==> config.mk <==
export PLATFORM = sky130hd
export DESIGN_NAME = jtag_tap_ctrl
export DESIGN_NICKNAME = d
export VERILOG_FILES = /design/src/rtl/jtag_pkg.sv /design/src/rtl/tap_fsm.sv /design/src/rtl/jtag_tap_ctrl.sv
export SDC_FILE = /design/constraint.sdc
export NUM_CORES = 1
export LEC_CHECK = 0
export BUFFER_PORTS_ARGS = -buffer_cell sky130_fd_sc_hd__buf_2
export CAP_MARGIN = 20
export CORE_MARGIN = 1.5
export CORE_UTILIZATION = 48
export CTS_CLUSTER_DIAMETER = 100
export CTS_CLUSTER_SIZE = 28
export DETAILED_ROUTE_END_ITERATION = 12
export GPL_TIMING_DRIVEN = 0
export PLACE_DENSITY = 0.76
export SYNTH_ARGS = -nofsm -noshare
export SYNTH_HDL_FRONTEND = slang
export SYNTH_HIERARCHICAL = 1
export SYNTH_SLANG_ARGS = --single-unit
==> constraint.sdc <==
create_clock -name tck -period 1.2 [get_ports tck]
set_input_delay 0 -clock tck [delete_from_list [all_inputs] [get_ports tck]]
set_output_delay 0 -clock tck [all_outputs]
set_load 0.01 [all_outputs]
==> src/rtl/jtag_pkg.sv <==
// Shared TAP definitions: state encoding, BYPASS opcode helper and IR capture pattern.
package jtag_pkg;

  localparam int IR_MAX_WIDTH = 32;

  typedef enum logic [3:0] {
    TLR    = 4'h0,
    RTI    = 4'h1,
    SEL_DR = 4'h2,
    CAP_DR = 4'h3,
    SH_DR  = 4'h4,
    EX1_DR = 4'h5,
    PA_DR  = 4'h6,
    EX2_DR = 4'h7,
    UPD_DR = 4'h8,
    SEL_IR = 4'h9,
    CAP_IR = 4'ha,
    SH_IR  = 4'hb,
    EX1_IR = 4'hc,
    PA_IR  = 4'hd,
    EX2_IR = 4'he,
    UPD_IR = 4'hf
  } tap_state_t;

  // Loaded into the IR shift register in CAP_IR; callers truncate to their IR width.
  localparam logic [IR_MAX_WIDTH-1:0] IR_CAPTURE_PAT = 32'h0000_0001;

  // All-ones BYPASS opcode for an IR of the given width.
  function automatic logic [IR_MAX_WIDTH-1:0] bypass_code(input int width);
    logic [IR_MAX_WIDTH-1:0] v;
    v = '0;
    for (int i = 0; i < IR_MAX_WIDTH; i++) begin
      if (i < width) v[i] = 1'b1;
    end
    return v;
  endfunction

endpackage

==> src/rtl/tap_fsm.sv <==
// IEEE 1149.1 TAP controller state machine; TMS sampled on every rising tck.
module tap_fsm
  import jtag_pkg::*;
(
  input  logic       tck,
  input  logic       trst_n,
  input  logic       tms,
  output tap_state_t state
);

  tap_state_t state_next;

  always_ff @(posedge tck) begin
    if (!trst_n) state <= TLR;
    else         state <= state_next;
  end

  always_comb begin
    state_next = state;
    case (state)
      TLR:     state_next = tms ? TLR    : RTI;
      RTI:     state_next = tms ? SEL_DR : RTI;
      SEL_DR:  state_next = tms ? SEL_IR : CAP_DR;
      CAP_DR:  state_next = tms ? EX1_DR : SH_DR;
      SH_DR:   state_next = tms ? EX1_DR : SH_DR;
      EX1_DR:  state_next = tms ? UPD_DR : PA_DR;
      PA_DR:   state_next = tms ? EX2_DR : PA_DR;
      EX2_DR:  state_next = tms ? UPD_DR : SH_DR;
      UPD_DR:  state_next = tms ? SEL_DR : RTI;
      SEL_IR:  state_next = tms ? TLR    : CAP_IR;
      CAP_IR:  state_next = tms ? EX1_IR : SH_IR;
      SH_IR:   state_next = tms ? EX1_IR : SH_IR;
      EX1_IR:  state_next = tms ? UPD_IR : PA_IR;
      PA_IR:   state_next = tms ? EX2_IR : PA_IR;
      EX2_IR:  state_next = tms ? UPD_IR : SH_IR;
      UPD_IR:  state_next = tms ? SEL_DR : RTI;
      default: state_next = TLR;
    endcase
  end

endmodule

==> src/rtl/jtag_tap_ctrl.sv <==
// JTAG TAP with instruction register, bypass register and registered TDO; drives
// chain select and DR controls for an external boundary-scan chain mux.
module jtag_tap_ctrl
  import jtag_pkg::*;
#(
  parameter int CHAIN_NUM = 2,
  parameter int IR_WIDTH  = 4,
  parameter int SEL_WIDTH = (CHAIN_NUM > 1) ? $clog2(CHAIN_NUM) : 1
) (
  input  logic                 tck,
  input  logic                 trst_n,
  input  logic                 tms,
  input  logic                 tdi,
  input  logic                 scan_reg_out,
  output logic [SEL_WIDTH-1:0] sel,
  output logic                 chain_capture,
  output logic                 chain_shift,
  output logic                 chain_update,
  output logic                 tdo,
  output logic                 tdo_en,
  output logic [3:0]           state_dbg
);

  localparam logic [IR_WIDTH-1:0] BYPASS    = IR_WIDTH'(bypass_code(IR_WIDTH));
  localparam logic [IR_WIDTH-1:0] IR_CAP    = IR_WIDTH'(IR_CAPTURE_PAT);
  localparam logic [IR_WIDTH-1:0] CHAIN_LIM = IR_WIDTH'(CHAIN_NUM);

  tap_state_t          state;
  logic [IR_WIDTH-1:0] ir;
  logic [IR_WIDTH-1:0] ir_shift;
  logic                bypass_reg;
  logic                scan_active;

  tap_fsm u_tap_fsm (
    .tck    (tck),
    .trst_n (trst_n),
    .tms    (tms),
    .state  (state)
  );

  assign state_dbg = state;

  // Opcodes below CHAIN_NUM select a chain; every other opcode behaves as BYPASS.
  assign scan_active   = (ir < CHAIN_LIM);
  assign sel           = scan_active ? ir[SEL_WIDTH-1:0] : '0;
  assign chain_capture = scan_active && (state == CAP_DR);
  assign chain_shift   = scan_active && (state == SH_DR);
  assign chain_update  = scan_active && (state == UPD_DR);

  always_ff @(posedge tck) begin
    if (!trst_n) begin
      ir       <= BYPASS;
      ir_shift <= BYPASS;
    end else begin
      case (state)
        TLR: begin
          ir       <= BYPASS;
          ir_shift <= BYPASS;
        end
        CAP_IR:  ir_shift <= IR_CAP;
        // Right shift: tdi enters at the MSB, LSB leaves towards tdo.
        SH_IR:   ir_shift <= IR_WIDTH'({tdi, ir_shift} >> 1);
        UPD_IR:  ir       <= ir_shift;
        default: ;
      endcase
    end
  end

  always_ff @(posedge tck) begin
    if (!trst_n) begin
      bypass_reg <= 1'b0;
      tdo        <= 1'b0;
      tdo_en     <= 1'b0;
    end else begin
      tdo    <= 1'b0;
      tdo_en <= 1'b0;
      case (state)
        CAP_DR: begin
          if (!scan_active) bypass_reg <= 1'b0;
        end
        SH_DR: begin
          tdo_en <= 1'b1;
          if (scan_active) begin
            tdo <= scan_reg_out;
          end else begin
            tdo        <= bypass_reg;
            bypass_reg <= tdi;
          end
        end
        SH_IR: begin
          tdo_en <= 1'b1;
          tdo    <= ir_shift[0];
        end
        default: ;
      endcase
    end
  end

endmodule

# Word-level counts from Yosys, hierarchy flattened
# Cells that the tools add are included.
op_classes:
  n_addsub: 0
  n_mul: 0
  n_div: 0
  magnitude_cmp: 1
  n_eq_ne: 17
  shifts: 0
  n_mux: 22
  bitwise_logic: 0
  n_reduce_logical: 12
ops:
  columns: ["operator", "count"]
  rows:
  - ["4-bit one-hot mux with 12 select lines", 1]
  - ["4-bit == test, second input constant", 8]
  - ["4-bit by 3-bit == test with 1-bit output, second input constant", 4]
  - ["4-bit two-way mux", 4]
  - ["4-bit one-hot mux with 3 select lines", 1]
  - ["4-bit by 2-bit == test with 1-bit output, second input constant", 2]
  - ["1-bit two-way mux", 8]
  - ["4-bit one-hot mux with 2 select lines", 1]
  - ["2-bit two-way mux", 3]
  - ["3-bit two-way mux", 2]
  - ["2-bit OR reduction", 3]
  - ["4-bit by 1-bit == test with 1-bit output, second input constant", 1]
  - ["4-bit zero test", 1]
  - ["4-bit by 2-bit less-than comparator with 1-bit output, second input constant", 1]
  - ["2-bit != test, second input constant", 2]
  - ["1-bit one-hot mux with 2 select lines", 2]
  - ["2-bit nonzero test", 2]
  - ["1-bit logical AND", 3]
  - ["3-bit AND reduction", 1]
  - ["3-bit nonzero test", 1]
  - ["3-bit OR reduction", 1]
word_totals:
  regBits: 15
  latch_bits: 0
  mem_bits_rw: 0
  mem_bits_ro: 0
  in_bits: 5
  output_inout_bits: 10
  wordCells: 58
  memories: 0

# Logic depth before layout (Yosys ltp)
# Gate-level depths: netlist of the first run.
depth:
  ltp_word: 3
  depth_mapped: 4
  mapped_depth_nobuf: 3

# Cells and area by module
# The synthesis of the first run kept the hierarchy.
modules_own_cells:
  columns: ["module", "n_inst", "cells_per_inst", "area_each_um2", "seq_area_each_um2"]
  rows:
  - ["jtag_tap_ctrl", 1, 71, 560.5, 220.2]
  - ["tap_fsm", 1, 38, 315.3, 80.1]

# Worst setup path after synthesis of the first run
# OpenSTA, ideal clock, no wires.
synth_timing:
  path_type: "reg-to-reg"
  from: "register u_tap_fsm.state[2]"
  to: "register bypass_reg"
  setup_time_ns: 0.116
  arrival_ns: 1.250
  required_time_ns: 1.084
  path_slack_ns: -0.166
  stages_incl_launch_ff: 4
  path_buffers: 0
  synth_period_minus_slack_ns: 1.366
  cell_sequence: "dfxtp_1 nor4b_1 o21ai_0 a31o_2"
synth_via:
  elab_chain_cells: 3
  elab_cells_between_ends: 7
  cone_classes: "eq/ne (4); mux (1); reduce/logical (2)"
synth_rtl:
  columns: ["item", "line", "text"]
  rows:
  - ["start: declaration", "tap_fsm.sv:8", "output tap_state_t state"]
  - ["start signal: assignment", "tap_fsm.sv:15", "else state <= state_next;"]
  - ["4-bit by 3-bit == test with 1-bit output / 4-bit by 2-bit == test with 1-bit output (equally long branches)", "jtag_tap_ctrl.sv:77", "case (state)"]
  - ["2-bit != test (no source line) / 2-bit nonzero test (equally long branches)", null, null]
  - ["3-bit AND reduction (no source line)", null, null]
  - ["end signal: assignment", "jtag_tap_ctrl.sv:87", "bypass_reg <= tdi;"]
  - ["end: declaration", "jtag_tap_ctrl.sv:31", "logic bypass_reg;"]
# Parallel ways exist; a longest one is shown, timed or not.
# A chain may end at the register's enable or synchronous reset.

# Worst setup path in the final report of the first run
layout_timing:
  from: "register u_tap_fsm.state[0]"
  to: "output chain_shift"
layout_via:
  elab_chain_cells: 2
layout_rtl:
  columns: ["item", "line", "text"]
  rows:
  - ["4-bit by 3-bit == test with 1-bit output", "jtag_tap_ctrl.sv:47", "assign chain_shift = scan_active && (state == SH_DR);"]
  - ["1-bit logical AND", "jtag_tap_ctrl.sv:47", null]
  - ["end: declaration", "jtag_tap_ctrl.sv:17", "output logic chain_shift,"]
# Every way passes these cells.

==> reports/metrics.yaml, run 1 <==
crit_slowest_cell: "or4b_4"
viasPerCell: 5.976
fill_cells: 123
synth.area.top_cells: "dfxtp_1 34%, nor3_1 4.6%, o21ai_0 4.6%"
postSynthCellCount: 109
critPathKind: "register to output port"
yosys_most_used_dff: "dfxtp_1"
ys_seq_elements: 15
dieWidth_um: 45.72
reg.largest.list: "ir x4, ir_shift x4, u_tap_fsm/state x4"
cts_tree: "built"
grt_max_degree: 11
drt-initial-drc-count: 66
min_period_ns: 1.428
num-nets-final: 149
drive_above_1_share_pct: 47.55
yosys_warnings: 6
wire_per_inst_um: 15.85
area_growth_pct: 49.29
netlist_area_um2: 875.8
cts-buffers-inserted: 3
synth_top_area_share_pct: 34.29
r2r_start: "u_tap_fsm/state[1]"
num_vias: 1004
min_path_type: "input pin to register"
hp-start: "scan_reg_out"
worstPathArrival_ns: 1.43
io_buffers: 14
cts-root-buf: "clkbuf_4"
cts.path.max_buffers: 2
firstDrtPassIters: 6
dp_hpwl_mm: 1.414
drv_cap: 0
start_util_pct: 50.72
dp.cells: 148
synth_most_common_cell: "dfxtp_1"
final_cells: 168
rr_worst_depth: 5
clk_latency_ns: 0.29
slew_headroom_pct: 70.39
synth_largest_area_cell: "dfxtp_1"
setup_violations: 16
worst_hold_slack_ns: 0.04305
ys_seq_area_share_pct: 34.29
grt_usage_pct: 26.77
peakVddDrop_v: 0.0005694
place_area_um2: 1002
antenna_cells: 0
die_h_um: 45.72
rsz0062_at_grt: "yes"
row_count: 15
fmax_mhz: 700.0
leakagePower_nw: 0.5183
synth-edff-count: 0
place.gp.congestion: 0.8323
totalWireLength_mm: 2.662
synth_cell_types: 41
powerDensity_nw_per_um2: 866.7
grt_pass1_wl_mm: 3.967
period_share_pct: 119.0
slew_violations: 0
fin_worst_skew_ns: 0.002865
path_cells: "or4b_4, nor2_1, buf_2"
holdPathStages: 3
hold_end: "tdo"
grt_pass1_vias: 864
fin_ws_ns: -0.2285
num_io_pins: 15
antenna_found_initial: 0
die_area_um2: 2090
cts.sinks: 15
crit_path_start_kind: "register"
synth_nets: 114
cts.clk_slew.worst_paths_ns: 0.09
postLayoutCellArea_um2: 1308
cts-htree-levels: 1
core_um2: 1727
cp-end-kind: "output port"
drc: 0
critPathMaxFanout: 3
timing.rr.end: "ir_shift[3]"
worst_pin_slew_ns: 0.4441
ant_nets: 0
violations: "setup timing"
outcome: "finished with violations"
async_flop_share_pct: 0
syn_avg_cell_area_um2: 8.035
max_stage_delay_ns: 0.54
synth_top_cells_by_count: "15 x dfxtp_1, 9 x nor2_1, 8 x nor3_1, 8 x o21ai_0, 7 x a21oi_1"
gr-total-overflow: 0
p_total_w: 0.001133
required_ns: 1.20
r2r_slack_ns: -0.11
hold_violations: 0
-- logic make-up (layout without fill, tap and decap cells) --
logic type | Yosys count | in the layout | synth area share (%)
AO/OA/AOI/OAI | 33 | 33 | 24.71
XOR/XNOR | 1 | 1 | 1.858
buffers and inverters | 16 | 50 | 9.428
flip-flops | 15 | 15 | 34.29
multiplexers | 1 | 1 | 1.143
AND/OR/NAND/NOR | 43 | 43 | 28.57
-- power breakdown --
| part | switching, W | total [W] | internal, W |
|---|---|---|---|
| Clock | 0.000176 | 0.000300 | 0.000124 |
| Combinational | 0.000165 | 0.000318 | 0.000153 |
| Sequential | 0.0000134 | 0.000515 | 0.000502 |
| Total | 0.000354 | 0.00113 | 0.000779 |
-- routing by layer --
| layer | routed length [um] | GRT usage, % | up-vias |
|---|---|---|---|
| met5 | 0 | 0 | - |
| met4 | 31 | 8.571 | 0 |
| met3 | 168 | 7.540 | 8 |
| met2 | 1367 | 43.10 | 46 |
| met1 | 1095 | 34.47 | 482 |
| li1 | - | - | 468 |
-- per-stage QoR --
step / util (%) / worst slack [ns] / TNS [ns]
floorplan: - / -0.005078 / -0.005078
global placement: 58.04 / -0.04770 / -0.3271
detailed placement: 58.04 / -0.06364 / -0.5457
CTS: 72.03 / -0.2160 / -0.5877
global route: 75.72 / -0.2676 / -2.064
finish: 75.72 / -0.2285 / -1.109
-- cells in the final DEF, fill, tap and decap left out, drive strengths merged, types with 2 or more instances in the layout --
cell type / instances
or3: 2
and2: 3
o21ai: 9
a21oi: 7
clkbuf: 4
nand3: 2
nand2: 5
dfxtp: 15
nand2b: 2
nor3: 8
a31oi: 4
inv: 8
o21a: 2
o211ai: 2
nor2: 9
nor4bb: 3
nor4: 2
buf: 36
-- repair_timing --
item,4_1_cts,5_1_grt
endpoints found under the setup margin,15,18
gates resized for setup,37,9
gates cloned,0,0
setup buffers,12,3
hold buffers,0,1
pin swaps,10,10
endpoints found under the hold margin,0,1
-- how the worst max path moves through the flow --
| stage | startpoint | endpoint | slack [ns] | cells past startpoint |
|---|---|---|---|---|
| 2_1_floorplan | u_tap_fsm/state[1] | bypass_reg | -0.005 | 3 |
| 3_3_place_gp | u_tap_fsm/state[1] | bypass_reg | -0.05 | 3 |
| 3_5_place_dp | u_tap_fsm/state[1] | ir[2] | -0.06 | 4 |
| 4_1_cts | u_tap_fsm/state[1] | chain_shift | -0.22 | 3 |
| 5_1_grt | u_tap_fsm/state[1] | chain_shift | -0.27 | 3 |
| 6_report | u_tap_fsm/state[0] | chain_shift | -0.23 | 3 |
-- cell type report --
cell class                 instances  area, um^2  share of cell area, %
inverter                           8       30.03                  2.297
buffer                             8       86.33                  6.603
timing repair buffer              30       215.2                  16.46
clock buffer                       3       22.52                  1.722
sequential                        15       322.8                  24.69
clock inverter                     1       5.005                 0.3828
tap                               25       31.28                  2.392
multi-input combinational         78       594.3                  45.45
-- critical path, delay by kind of cell (launching register included) --
family	cells	cell delay, ns
and+or+nand+nor	2	0.65
buffers and inverters	1	0.13
DFF	1	0.36
(Power assumes the default switching activity.)
==> inputs of run 2 (changes only) <==
- ABC_AREA: not set -> 1
- CORE_UTILIZATION: 48 -> 49
- PLACE_DENSITY: 0.76 -> 0.77
==> run 2 against run 1 <==
Against the previous run: clock power is essentially flat; first-iteration DRC count is 74% lower; non-clock buffer count decreased by 16; the flow now finishes without violations; critical path depth grew 1; synthesized cell count is 39% higher; critical endpoint is now chain_capture.
==> reports/metrics.yaml, run 2 <==
synth.area.top_cells: "dfxtp_1 32%, nand2_1 16%, nand3_1 11%"
required_ns: 1.20  # about the same
drc: 0  # unchanged
drv_cap: 0  # unchanged
critPathKind: "register to output port"
ant_nets: 0  # unchanged
die_area_um2: 2157  # +3.2%
antenna_found_initial: 0  # unchanged
outcome: "finished clean"
area_growth_pct: 28.82
period_share_pct: 97.90  # -21 points
yosys_warnings: 6  # unchanged
postLayoutCellArea_um2: 1191  # -8.9%
worst_pin_slew_ns: 0.4100  # -0.03415 ns
num_io_pins: 15  # unchanged
fin_worst_skew_ns: 0.003586  # +0.0007211 ns
rsz0062_at_grt: "yes"
peakVddDrop_v: 0.0005982  # +5.0%
worstPathArrival_ns: 1.17  # -0.26 ns
drt-initial-drc-count: 17  # -74%
ys_seq_elements: 15  # unchanged
num-nets-final: 183  # +23%
firstDrtPassIters: 4  # -2
antenna_cells: 0  # unchanged
grt_max_degree: 14  # +3
cts-htree-levels: 1  # unchanged
core_um2: 1745  # +1.1%
max_stage_delay_ns: 0.39  # -0.15 ns
path_cells: "inv_2, nand2_1, nor3_2, buf_2"
cts.clk_slew.worst_paths_ns: 0.09  # about the same
min_period_ns: 1.175  # -0.2537 ns
yosys_most_used_dff: "dfxtp_1"
die_h_um: 46.44  # +1.6%
crit_path_start_kind: "register"
drive_above_1_share_pct: 33.33  # -14 points
clk_latency_ns: 0.29  # about the same
fill_cells: 172  # +40%
cts-buffers-inserted: 3  # unchanged
path_delay_family: "flip-flops"
grt_pass1_vias: 848  # -1.9%
row_count: 15  # unchanged
start_util_pct: 52.97  # +2.3 points
slew_headroom_pct: 72.67  # +2.3 points
num_vias: 1054  # +5.0%
holdBufCountCts: 0  # unchanged
grt_pass1_wl_mm: 3.581  # -9.7%
critical_path_buf_inv_count: 2  # +1
critPathMaxFanout: 9  # +6
wire_per_inst_um: 11.05  # -30%
worst_hold_slack_ns: 0.03367  # -0.009384 ns
cts.sinks: 15  # unchanged
final_common_cell: "nand2_1"
async_flop_share_pct: 0  # unchanged
slew_violations: 0  # unchanged
postSynthCellCount: 152  # +39%
syn_avg_cell_area_um2: 6.083  # -24%
crit_slowest_cell: "dfxtp_4"
hold_violations: 0  # unchanged
viasPerCell: 5.218  # -13%
grt_usage_pct: 22.80  # -4.0 points
synth_top_cells_by_count: "40 x nand2_1, 20 x nand3_1, 20 x nor2_1"
cp-end-kind: "output port"
dieWidth_um: 46.44  # +1.6%
gr-total-overflow: 0  # unchanged
dp_hpwl_mm: 1.534  # +8.5%
powerDensity_nw_per_um2: 908.0  # +4.8%
min_path_type: "input pin to register"
layout_common_cells: "37 x nand2_1, 20 x nand3_1, 16 x inv_1"
io_buffers: 14  # unchanged
cts.path.max_buffers: 2  # unchanged
reg.largest.list: "ir x4, ir_shift x4, u_tap_fsm/state x4"
setup_violations: 0  # -16
synth_nets: 157  # +38%
netlist_area_um2: 924.6  # +5.6%
cts_tree: "built"
synth-edff-count: 0  # unchanged
cts-root-buf: "clkbuf_4"
leakagePower_nw: 0.5947  # +15%
totalWireLength_mm: 2.233  # -16%
synth_top_area_share_pct: 32.48  # -1.8 points
synth_most_common_cell: "nand2_1"
place_area_um2: 1030  # +2.7%
ys_seq_area_share_pct: 32.48  # -1.8 points
fmax_mhz: 851.2  # +22%
place.gp.congestion: 0.8543  # +2.6%
synth_largest_area_cell: "dfxtp_1"
synth_cell_types: 21  # -49%
## run 2: worst min-delay path: cells and delay by family
| kind | cells | cell delay [ns] |
|---|---|---|
| buffers and inverters | 2 | 0.18 |
| and+or+nand+nor | 1 | 0.11 |
## run 2: kinds of logic (layout without fill, tap and decap cells)
| logic type | after synthesis | count (layout) | share of synthesized area (%) |
|---|---|---|---|
| buf+inv | 23 | 48 | 9.472 |
| compound gates | 20 | 20 | 11.23 |
| simple gates | 94 | 94 | 46.82 |
| flops | 15 | 15 | 32.48 |
## run 2: final cells by class
class                   instances  area (um^2)  area share [%]
flip-flops and latches         15        315.3           26.47
clock inverters                 1        5.005          0.4202
repair buffers                 21        132.6           11.13
inverters                      22        83.83           7.038
multi-input cells             114        596.8           50.11
plain buffers                   1        3.754          0.3151
clock buffers                   3        22.52           1.891
well taps                      25        31.28           2.626
## run 2: final timing paths
| path | slack [ns] | startpoint | depth (start not counted) | endpoint |
|---|---|---|---|---|
| worst max register to register | 0.03 | u_tap_fsm/state[0] | 7 | u_tap_fsm/state[2] |
| worst min register to register | 0.50 | bypass_reg | 2 | bypass_reg |
| worst max-delay path | 0.03 | u_tap_fsm/state[3] | 4 | chain_capture |
| worst min-delay path | 0.03 | trst_n | 3 | u_tap_fsm/state[3] |
## run 2: routing by layer
layer / track usage [%] / vias up / wire length (um)
met5: 0 / - / 0
met4: 8.571 / 0 / 31
met3: 2.353 / 4 / 60
met2: 41.39 / 22 / 1157
met1: 27.06 / 482 / 982
li1: - / 546 / -
## run 2: where the power goes
| part | leakage (nW) | internal, W | switching, W |
|---|---|---|---|
| Clock | 0.0177 | 0.000124 | 0.000174 |
| Combinational | 0.452 | 0.0000905 | 0.000142 |
| Sequential | 0.125 | 0.000519 | 0.0000328 |
## run 2: timing repair
| action | in CTS | in global routing |
|---|---|---|
| resized for setup | 8 | 21 |
| setup buffers | 0 | 7 |
| pin swaps | 0 | 3 |
| setup endpoints to repair | 15 | 16 |
## run 2: per-stage QoR
stage | utilization [%] | TNS [ns] | worst slack (ns) | power [W] | cells
finish | 68.24 | 0 | 0.02518 | 0.001082 | 202
global route | 68.24 | -0.1635 | -0.03297 | 0.001143 | 202
CTS | 61.65 | 0 | 0.004252 | 0.001039 | 195
detailed placement | 59.00 | -0.5378 | -0.06892 | 0.0007487 | 191
global placement | 59.00 | -0.2492 | -0.06055 | 0.0007432 | 191
floorplan | - | 0 | 0.01880 | 0.0006975 | 152
==> inputs of run 3 (changes only) <==
==> constraint.sdc (replaced) <==
create_clock -name tck -period 1.2 [get_ports tck]
set_input_delay 0.12 -clock tck [delete_from_list [all_inputs] [get_ports tck]]
set_output_delay 0.12 -clock tck [all_outputs]
set_load 0.01 [all_outputs]
==> run 3 against run 2 <==
Against the previous run: cell area up 8.6%; count of clock-buffer cells in the layout stayed put; clock skew increased by 0.0023 ns; critical path depth stayed put; final cell count up 4.0%; largest power group unchanged; maximum frequency fell by 9.7%; the run now ends with setup timing left; critical path type unchanged; clock power hardly changed.
==> reports/metrics.yaml, run 3 (synthesis results as in run 2) <==
outcome: "finished with violations"
violations: "setup timing"
clk_latency_ns: 0.29  # about the same
critPathKind: "register to output port"
antenna_found_initial: 0  # unchanged
num_vias: 1136  # +7.8%
cts_tree: "built"
firstDrtPassIters: 4  # unchanged
dieWidth_um: 46.44  # unchanged
p_int_w: 0.0007394  # +0.87%
rsz0062_at_grt: "yes"
grt_max_degree: 11  # -3
holdBufCountCts: 0  # unchanged
hp-start: "trst_n"
cts.clk_slew.worst_paths_ns: 0.10  # about the same
powerDensity_nw_per_um2: 855.5  # -5.8%
peakVddDrop_v: 0.0005261  # -12%
clkPwrFrac_pct: 26.6  # -0.9 points
leakagePower_nw: 0.6631  # +12%
layout_common_cells: "33 x nand2_1, 20 x nand3_1, 15 x inv_1, 15 x nor2_1, 14 x buf_2"
dp_hpwl_mm: 1.534  # unchanged
fmax_mhz: 768.7  # -9.7%
dp.cells: 191  # unchanged
min_path_type: "input pin to register"
slew_violations: 0  # unchanged
postLayoutCellArea_um2: 1294  # +8.6%
grt_pass1_vias: 955  # +13%
die_area_um2: 2157  # unchanged
place.gp.congestion: 0.8543  # unchanged
p_total_w: 0.001107  # +2.3%
r2r_slack_ns: -0.01  # -0.04 ns
setup_violations: 4  # +4
slew_headroom_pct: 72.83  # +0.16 points
period_share_pct: 108.4  # +11 points
gr-total-overflow: 0  # unchanged
fill_cells: 144  # -16%
p_comb_share_pct: 23.4  # +1.9 points
drt-initial-drc-count: 52  # +35
core_um2: 1745  # unchanged
grt_usage_pct: 26.08  # +3.3 points
fin_worst_skew_ns: 0.005917  # +0.002331 ns
wire_per_inst_um: 13.08  # +18%
seq_power_share_pct: 49.9  # -1.1 points
final_common_cell: "nand2_1"
cts.path.max_buffers: 2  # unchanged
critPathMaxFanout: 6  # -3
totalWireLength_mm: 2.746  # +23%
fin_ws_ns: -0.1009  # -0.1261 ns
worst_hold_slack_ns: 0.1508  # +0.1171 ns
io_buffers: 14  # unchanged
reg.largest.list: "ir x4, ir_shift x4, u_tap_fsm/state x4"
ant_nets: 0  # unchanged
cts-root-buf: "clkbuf_4"
place_area_um2: 1030  # unchanged
drive_above_1_share_pct: 40.00  # +6.7 points
hold_end: "u_tap_fsm/state[1]"
area_growth_pct: 39.92
hold_violations: 0  # unchanged
holdPathStages: 3  # unchanged
cp-end-kind: "output port"
swShare_pct: 33.19  # +0.97 points
power_switching_w: 0.0003674  # +5.4%
cts.sinks: 15  # unchanged
drv_cap: 0  # unchanged
cts-buffers-inserted: 3  # unchanged
timing.rr.end: "u_tap_fsm/state[0]"
crit_path_start_kind: "register"
required_ns: 1.08  # -0.12 ns
final_cells: 210  # +4.0%
min_period_ns: 1.301  # +0.1261 ns
die_h_um: 46.44  # unchanged
worst_pin_slew_ns: 0.4075  # -0.002469 ns
cts-htree-levels: 1  # unchanged
antenna_cells: 0  # unchanged
rr_worst_depth: 9  # +2
start_util_pct: 52.97  # unchanged
viasPerCell: 5.410  # +3.7%
num-nets-final: 191  # +4.4%
drc: 0  # unchanged
r2r_start: "u_tap_fsm/state[1]"
num_io_pins: 15  # unchanged
grt_pass1_wl_mm: 4.071  # +14%
worstPathArrival_ns: 1.18  # about the same
row_count: 15  # unchanged
-- run 3: changes by cell type in the layout (fill, tap and decap cells not counted), sizes merged --
cell / previous run / this run
nand3: 22 / 23
buf: 20 / 29
clkbuf: 5 / 3
-- run 3: power groups by stage --
stage	clock [W]	combinational, W	sequential (W)
after global routing	0.000322	0.000285	0.000555
after global placement	0	0.000174	0.000569
after CTS	0.000297	0.000225	0.000548
final	0.000295	0.000259	0.000553
after detailed placement	0	0.000179	0.000570
after floorplan	0	0.000133	0.000565
-- run 3: layout make-up --
| cell class | instances | area [um^2] | share of cell area (%) |
|---|---|---|---|
| Inverter | 22 | 88.84 | 6.867 |
| Tap cell | 25 | 31.28 | 2.418 |
| Buffer | 1 | 3.754 | 0.2901 |
| Multi-Input combinational cell | 115 | 646.9 | 50.00 |
| Clock buffer | 3 | 22.52 | 1.741 |
| Sequential cell | 15 | 316.6 | 24.47 |
| Timing Repair Buffer | 28 | 178.9 | 13.83 |
| Clock inverter | 1 | 5.005 | 0.3868 |
-- run 3: worst max-delay path by stage --
stage,slack (ns),startpoint,depth (start not counted),endpoint
4_1_cts,-0.03,ir[2],4,chain_capture
5_1_grt,-0.12,ir[2],4,chain_capture
6_report,-0.10,u_tap_fsm/state[1],4,chain_update
3_3_place_gp,-0.06,u_tap_fsm/state[3],8,u_tap_fsm/state[0]
2_1_floorplan,0.02,u_tap_fsm/state[3],7,ir_shift[3]
3_5_place_dp,-0.07,u_tap_fsm/state[0],5,ir[1]
-- run 3: critical path, stage by stage (launching register included) --
cell	delay [ns]
dfxtp_4	0.40
inv_1	0.08
nand2_2	0.07
nor3_2	0.17
buf_2	0.16
-- run 3: through the flow --
step / setup TNS, ns / utilization (%) / setup WS, ns
after floorplan: 0 / - / 0.01880
after global placement: -0.2492 / 59.00 / -0.06055
after detailed placement: -0.5378 / 59.00 / -0.06892
after CTS: -0.07267 / 69.61 / -0.03234
after global routing: -0.7725 / 74.12 / -0.1231
final: -0.2566 / 74.12 / -0.1009
-- run 3: metal layers --
metal | vias up | wire length, um | track usage, %
li1 | 555 | - | -
met1 | 517 | 1087 | 30.82
met2 | 50 | 1430 | 47.22
met3 | 14 | 154 | 2.745
met4 | 0 | 73 | 10.29
met5 | - | 0 | 0
-- run 3: what timing repair did --
| item | in CTS | in global routing |
|---|---|---|
| endpoints found under the setup margin | 15 | 16 |
| setup buffers | 13 | 1 |
| cloned | 0 | 1 |
| resized for setup | 21 | 20 |
| pin swaps | 3 | 1 |
